`src/rtl/ppi_mode1_handshake.sv`:
```
// Strobed-handshake (8255 mode 1) controller for one PPI port group (A or B).
// Define PPI_OVERRUN_FLAG_EN to add the sticky overrun status output.
module ppi_mode1_handshake #(
  parameter int         SYNC_STAGES = 2,
  parameter logic [7:0] RST_OUT     = 8'h00
) (
  input  logic       CLK,
  input  logic       RESET,
  input  logic       mode1_en,
  input  logic       dir_in,
  input  logic       inte,
  input  logic       cpu_rd,
  input  logic       cpu_wr,
  input  logic [7:0] cpu_wdata,
  output logic [7:0] cpu_rdata,
  input  logic [7:0] port_in,
  output logic [7:0] port_out,
  output logic       port_oe,
  input  logic       stb_n,
  input  logic       ack_n,
  output logic       ibf,
  output logic       obf_n,
  output logic       intr
`ifdef PPI_OVERRUN_FLAG_EN
  ,
  output logic       overrun
`endif
);

  typedef enum logic [1:0] {IDLE, IN_FULL, OUT_FULL, OUT_ACK} state_t;

  state_t                 state;
  logic [SYNC_STAGES-1:0] stb_sync;
  logic [SYNC_STAGES-1:0] ack_sync;
  logic [7:0]             pin_sync [SYNC_STAGES];
  logic                   stb_d;
  logic                   ack_d;
  logic [7:0]             in_latch;
  logic                   intr_req;
  logic                   mode_q;
  logic                   dir_q;

  logic                   stb_s;
  logic                   ack_s;
  logic [7:0]             pin_s;
  logic                   stb_fall;
  logic                   stb_rise;
  logic                   ack_fall;
  logic                   ack_rise;
  logic                   cfg_chg;

  assign stb_s    = stb_sync[SYNC_STAGES-1];
  assign ack_s    = ack_sync[SYNC_STAGES-1];
  assign pin_s    = pin_sync[SYNC_STAGES-1];
  assign stb_fall = stb_d & ~stb_s;
  assign stb_rise = ~stb_d & stb_s;
  assign ack_fall = ack_d & ~ack_s;
  assign ack_rise = ~ack_d & ack_s;
  assign cfg_chg  = (mode1_en != mode_q) | (dir_in != dir_q);

  assign port_oe  = ~dir_in;
  // inte only masks the request; intr_req itself is untouched by it
  assign intr     = intr_req & inte & mode1_en;

  always_ff @(posedge CLK) begin
    if (!RESET) begin
      stb_sync <= '1;
      ack_sync <= '1;
      stb_d    <= 1'b1;
      ack_d    <= 1'b1;
      for (int i = 0; i < SYNC_STAGES; i++) pin_sync[i] <= 8'h00;
    end else begin
      stb_sync    <= {stb_sync[SYNC_STAGES-2:0], stb_n};
      ack_sync    <= {ack_sync[SYNC_STAGES-2:0], ack_n};
      stb_d       <= stb_s;
      ack_d       <= ack_s;
      pin_sync[0] <= port_in;
      for (int i = 1; i < SYNC_STAGES; i++) pin_sync[i] <= pin_sync[i-1];
    end
  end

  always_ff @(posedge CLK) begin
    if (!RESET) begin
      state    <= IDLE;
      in_latch <= 8'h00;
      port_out <= RST_OUT;
      ibf      <= 1'b0;
      obf_n    <= 1'b1;
      intr_req <= 1'b0;
      mode_q   <= mode1_en;
      dir_q    <= dir_in;
`ifdef PPI_OVERRUN_FLAG_EN
      overrun  <= 1'b0;
`endif
    end else begin
      mode_q <= mode1_en;
      dir_q  <= dir_in;
      if (cpu_wr) port_out <= cpu_wdata;

      // Mode 0 and any reconfiguration park the handshake; latches are kept
      if (!mode1_en || cfg_chg) begin
        state    <= IDLE;
        ibf      <= 1'b0;
        obf_n    <= 1'b1;
        intr_req <= 1'b0;
`ifdef PPI_OVERRUN_FLAG_EN
        overrun  <= 1'b0;
`endif
      end else if (dir_in) begin
        // A strobe beats a coincident read: new data lands, ibf stays set
        if (stb_fall) begin
          in_latch <= pin_s;
          ibf      <= 1'b1;
          state    <= IN_FULL;
          if (cpu_rd) intr_req <= 1'b0;
        end else if (cpu_rd) begin
          ibf      <= 1'b0;
          intr_req <= 1'b0;
          state    <= IDLE;
        end else if (stb_rise && ibf) begin
          intr_req <= 1'b1;
        end
`ifdef PPI_OVERRUN_FLAG_EN
        if (stb_fall && ibf) overrun <= 1'b1;
        else if (cpu_rd)     overrun <= 1'b0;
`endif
      end else begin
        if (cpu_wr) begin
          obf_n    <= 1'b0;
          intr_req <= 1'b0;
          state    <= OUT_FULL;
        end else if (ack_fall && state == OUT_FULL) begin
          obf_n <= 1'b1;
          state <= OUT_ACK;
        end else if (ack_rise && state == OUT_ACK) begin
          intr_req <= 1'b1;
          state    <= IDLE;
        end
`ifdef PPI_OVERRUN_FLAG_EN
        if (cpu_wr) overrun <= ~obf_n;
`endif
      end
    end
  end

  always_comb begin
    cpu_rdata = port_out;
    if (dir_in) cpu_rdata = mode1_en ? in_latch : pin_s;
  end

endmodule
```
`config.mk`:
```
export PLATFORM = sky130hd
export DESIGN_NAME = ppi_mode1_handshake
export DESIGN_NICKNAME = d
export VERILOG_FILES = /design/src/rtl/ppi_mode1_handshake.sv
export SDC_FILE = /design/constraint.sdc
export NUM_CORES = 1
export LEC_CHECK = 0
export CORE_MARGIN = 2
export CORE_UTILIZATION = 43
export CTS_CLUSTER_DIAMETER = 120
export DETAILED_ROUTE_END_ITERATION = 8
export PLACE_DENSITY = 0.77
export SETUP_SLACK_MARGIN = 0.15
export SYNTH_ARGS = -nofsm -noshare
export SYNTH_HDL_FRONTEND = slang
export SYNTH_SLANG_ARGS = --single-unit
```
`constraint.sdc`:
```
create_clock -name CLK -period 1.2 [get_ports CLK]
set_clock_uncertainty 0.05 [all_clocks]
set_input_delay 0.3 -clock CLK [delete_from_list [all_inputs] [get_ports CLK]]
set_output_delay 0.3 -clock CLK [all_outputs]
set_load 0.05 [all_outputs]
```
==> summary.md <==
## Timing
• hold violation total from the final report: 0
• highest clock frequency the design can meet: 662 MHz
• Rel. slew slack: 79.3%
• measured slew at the worst slew-check pin: 311 ps
• final number of setup-violating endpoints: 13
• final-layout worst hold slack: 313 ps
• Final period util: 126%
• clock period minus worst slack: 1510 ps
• Final TNS setup: -2940 ps
• Slew Limit Fails: 0
• RSZ-0062 raised after global routing: true
• final worst-path setup slack: -311 ps

## Synthesis
• share of the yosys chip area belonging to registers: 51.2%
• Synthesis Warnings: 0
• syn avg cell area: 9.95 um^2
• distinct cell type count after synthesis: 35
• ranking of synthesized cells by instance count: 45 x sky130_fd_sc_hd__dfxtp_1, 16 x sky130_fd_sc_hd__and2_1, 16 x sky130_fd_sc_hd__mux2i_1
• number of register bits inferred by synthesis: 45
• number of instances in the synthesized netlist: 177
• share of async-settable or async-resettable flops after synthesis: 0%
• Post-synth top flop: sky130_fd_sc_hd__dfxtp_1
• leading area contributor after synthesis: sky130_fd_sc_hd__dfxtp_1
• fraction of post-synthesis cell area in the top cell type by area: 51.2%
• leading cell type by number of instances after synthesis: sky130_fd_sc_hd__dfxtp_1
• Netlist Area Pre-Place: 0.00176 mm^2
• EDFF count, synth: 0
• syn nets: 202
• largest cells by area after synthesis: sky130_fd_sc_hd__dfxtp_1 51%, sky130_fd_sc_hd__mux2i_1 9.1%, sky130_fd_sc_hd__and2_1 5.7%, sky130_fd_sc_hd__a21boi_1 3.4%, sky130_fd_sc_hd__nor2b_1 3.2%

## Detailed routing
• average vias per placed instance: 5.45
• wire length after detailed routing: 5930 um
• number of vias in the routed layout: 1641
• Detailed Routing Iterations Pass 1: 4
• Final ANT Viol Nets: 0
• DR WL/cell: 19.7 um
• Starting DRT DRC Count: 95
• remaining design rule violation count: 0

## Place
• last weighted congestion value of the routability-driven placer: 0.851
• buffers added on ports: 44
• placed wire-length estimate: 2760 um

## Power and ir drop
• Worst VDD drop: 0.932 mV
• Power per Cell Area: 1010 mW/mm^2
• leakage power: 1.24 nW

## Cells and area
• layout overhead on the synthesized area: 87.0%
• fraction of final layout cells with drive strength greater than 1: 54.2%
• utilization after layout: 82.9%
• layout net count: 276
• antenna cells: 0

## Clock network
• buffer levels on the longest clock path: 2
• total of hold buffers inserted after clock tree synthesis: 0
• CTS HTree Levels: 2
• clock insertion delay at the later pin of the skew report: 310 ps
• clock edge transition at the registers on the reported setup and hold paths: 80 ps
• CTS tree: built
• number of sinks handled by clock tree synthesis: 45
• clk root buf: sky130_fd_sc_hd__clkbuf_8
• TritonCTS Buffers: 5

## Floorplanning
• number of top-level design ports: 45
• placeable core area: 0.00397 mm^2
• horizontal extent of the die: 68.0 um
• starting utilization of the core area: 44.3%
• area of the die: 0.00462 mm^2
• overall die height: 68.0 um
• number of cell rows: 23

## GRT
• first-pass GRT wire length: 8070 um
• vias in the first global route: 1567
• global route overflow: 0
• total global routing track utilization: 24.9%
• pin count of the biggest net entering global routing: 39
• antenna violations before repair: 0

## Worst setup path
• Setup crit start: mode1_en
• type of the worst setup path: in -> out
• highest fanout seen on the critical path: 5
• r2r startpoint: stb_sync[1]
• data arrival time of the critical path: 1160 ps
• Data required, critical path: 850 ps
• Startpoint Class: input port
• Worst Setup End Kind: primary output

## Worst hold path
• class of the worst hold path: in -> reg
• startpoint of the lowest-slack hold path: dir_in

## Run status
• outcome: finished, violations left
• failing checks: negative setup slack

## Job
• Maximum Capacitance Violations: 0

-- report_power, final --
part | switching (mW) | internal, mW | total [mW]
sequential | 0.0616 | 1.54 | 1.60
clock | 0.525 | 0.403 | 0.928
combinational | 0.369 | 0.418 | 0.787
-- per-stage QoR --
step,setup slack (ps),total power [mW],std cells,area (um^2)
2_1_floorplan,-88.8,1.96,177,1930
3_3_place_gp,-642,2.27,277,2710
3_5_place_dp,-698,2.28,277,2710
4_1_cts,-319,3.25,296,3150
5_1_grt,-349,3.43,301,3290
6_report,-311,3.31,301,3290
-- timing repair --
action                                  4_1_cts  5_1_grt
endpoints found under the setup margin       63       34
buffers inserted                             10        5
cloned                                        2        0
resized for setup                            78       28
pin swaps                                    17       20
endpoints found under the hold margin         0        0
-- path summary, 6_finish.rpt --
check                 endpoint  slack (ps)  cells past startpoint
setup / recovery  cpu_rdata[7]        -310                      6
hold / removal           dir_q         310                      3
setup reg to reg   in_latch[2]         -70                      3
hold reg to reg    stb_sync[1]         370                      1
-- cell usage in the layout, fill, tap and decap left out, drive strengths merged, types with 2 or more instances in the layout --
cell,n
nand2b,7
a22o,2
a21boi,8
inv,5
clkdlybuf4s50,19
and3,2
a21oi,10
mux2i,16
o21ai,10
clkbuf,6
nor2b,9
buf,53
and2,16
nand3,10
dlygate4sd2,3
nand3b,5
nand4,2
nor2,10
dfxtp,45
-- final cells by class --
class                      count  area, um^2
timing repair buffer          76         991
tap                           50        62.6
inverter                       4        20.0
fill                         183         679
clock inverter                 2        15.0
multi-input combinational    119        1180
sequential                    45         957
clock buffer                   5        68.8
-- state kept, by name, indices dropped and copies added, names as in the netlist --
name / count
dir_q: 1
stb_d: 1
ack_d: 1
intr_req: 1
stb_sync: 2
pin_sync: 16
state: 2
obf_n: 1
in_latch: 8
ibf: 1
ack_sync: 2
mode_q: 1
port_out: 8
-- routing by layer --
layer | vias up | wire [um] | GRT usage (%)
li1 | 761 | - | -
met1 | 787 | 2260 | 28.2
met2 | 63 | 3010 | 42.2
met3 | 30 | 292 | 6.74
met4 | 0 | 363 | 13.5
met5 | - | 0 | 0
-- worst max-delay path, cell delays in order --
cell                      delay (ps)
sky130_fd_sc_hd__buf_6           100
sky130_fd_sc_hd__buf_12          110
sky130_fd_sc_hd__buf_6           140
sky130_fd_sc_hd__mux2i_4         190
sky130_fd_sc_hd__a21oi_4         170
sky130_fd_sc_hd__buf_12          150
-- kinds of logic (layout without fill, tap and decap cells) --
family / Yosys count / in the layout / synth area share (%)
and+or+nand+nor: 66 / 67 / 22.5
DFF: 45 / 45 / 51.2
AOI/OAI and AO/OA: 35 / 35 / 12.7
muxes: 16 / 16 / 9.10
buffers and inverters: 14 / 87 / 4.05
xor gates and xnor gates: 1 / 1 / 0.498
Power figures use the tool's default switching activity.
==> variant (same settings) <==
`SYNC_STAGES`: 2 -> 8.
--- a/src/rtl/ppi_mode1_handshake.sv
+++ b/src/rtl/ppi_mode1_handshake.sv
@@ -3,3 +3,3 @@
 module ppi_mode1_handshake #(
-  parameter int         SYNC_STAGES = 2,
+  parameter int         SYNC_STAGES = 8,
   parameter logic [7:0] RST_OUT     = 8'h00
Function: changed (Yosys sat finds a counterexample within 4 cycles, from zero or initial values and one cycle with RESET low).
==> variant against the unedited design <==
- the run still ends with setup timing left
- cell count rose by 55%
- sequential cell count rose by 60
- area after synthesis rose by 92%
- worst hold slack got worse by 0.16 ns
- worst setup slack improved by 0.011 ns
- power rose by 99%
- final area rose by 49%
- clock power rose by 150%
- largest power group unchanged
- routed wire length rose by 9.7%
- core utilization fell by 19 points
==> variant: results (changes against the unedited design) <==
- Drt first-iter violations: 105 (was 95)
- Mux contribution to synthesized area: 0.0474 (was 0.0910)
- Seq/Total Area, Yosys: 0.622 (was 0.512)
- Multi-input combinational area share: 0.302 (was 0.358)
- Worst path top cell family by delay: flip-flops (was buffers and inverters)
- Min-Delay Path Depth: 2 (was 3)
- Crit path to: cpu_rdata[5] (was cpu_rdata[7])
- # resized after CTS: 68 (was 78)
- Int Power: 5140 µW (was 2360 µW)
- Final #Nets: 384 (was 276)
- Gpl congestion: 0.787 (was 0.851)
- Num CTS Buffers: 9 (was 5)
- Clock network area share: 0.0445 (was 0.0255)
- Post-synthesis xor/xnor area fraction: 0.00259 (was 0.00498)
- Fillers: 577 (was 183)
- WL final: 6500 µm (was 5930 µm)
- Via count of the first global-routing pass: 2273 (was 1567)
- Layout cells sized above 1: 0.368 (was 0.542)
- Clock buffers: 10 (was 5)
- CTS H-tree lvls: 3 (was 2)
- Synthesized area per cell: 11.2 µm² (was 9.95 µm²)
- Status: finished, violations left (unchanged)
- Critical-path maximum fanout: 2 (was 5)
- Buffers outside the clock class: 62 (was 76)
- DP Cell Count: 440 (was 277)
- P&R area growth vs syn: 45.6% (was 87.0%)
- WL per Instance: 13.9 µm (was 19.7 µm)
- Endpoints failing setup: 19 (was 13)
- Clock power share: 0.348 (was 0.280)
- GRT Total Usage: 0.159 (was 0.249)
- Cell variety after synth: 34 (was 35)
- Fraction of area in registers: 0.443 (was 0.291)
- DP HPWL: 3650 µm (was 2760 µm)
- Placement Setup Slack: -0.707 ns (was -0.698 ns)
- Worst path max stage delay: 0.37 ns (was 0.19 ns)
- Largest net degree at the start of global routing: 48 (was 39)
- Combinational gate power: 725 µW (was 787 µW)
- First-pass GRT wire length: 10600 µm (was 8070 µm)
- Worst Setup Slack, final: -0.300 ns (was -0.311 ns)
- Compound-Gate Fraction of Synth Area: 0.0633 (was 0.127)
- Top cells by area, synth: dfxtp_1, and2_1, mux2i_1, nand2b_1, a21boi_1 (was dfxtp_1, mux2i_1, and2_1, a21boi_1, nor2b_1)
- Synth cell count leaders: dfxtp_1, and2_1, nand2b_1 (was dfxtp_1, and2_1, mux2i_1)
- Placed Area: 0.00431 mm² (was 0.00271 mm²)
- Post-CTS Setup Bufs: 4 (was 10)
- Maximum VDD drop: 0.868 mV (was 0.932 mV)
- Failing checks: setup timing (unchanged)
==> variant: cell types whose count changed in the layout (fill, tap and decap cells not counted), moves of 3 or more <==
cell / unedited run / this run
nand3_2: 9 / 4
nor2_2: 0 / 6
nor2_4: 8 / 2
and2_1: 16 / 65
inv_1: 3 / 0
dfxtp_2: 9 / 22
buf_6: 15 / 4
nand3_1: 1 / 5
nand2b_1: 6 / 19
clkbuf_8: 5 / 10
o21ai_2: 5 / 8
buf_4: 13 / 7
dfxtp_1: 24 / 70
o21ai_1: 5 / 0
==> variant: metal layers <==
| layer | up-vias | GRT usage | routed length [µm] |
|---|---|---|---|
| met5 | - | 0 | 0 |
| met4 | 0 | 0.0784 | 167 |
| met1 | 1010 | 0.176 | 2810 |
| met2 | 73 | 0.283 | 3260 |
| met3 | 15 | 0.0374 | 262 |
| li1 | 1113 | - | - |
==> variant: worst reg2reg max path, cell delays in order (launching register included) <==
cell	delay [ns]
dfxtp_2	0.35
nand4b_1	0.21
and2_1	0.20
o221a_1	0.25
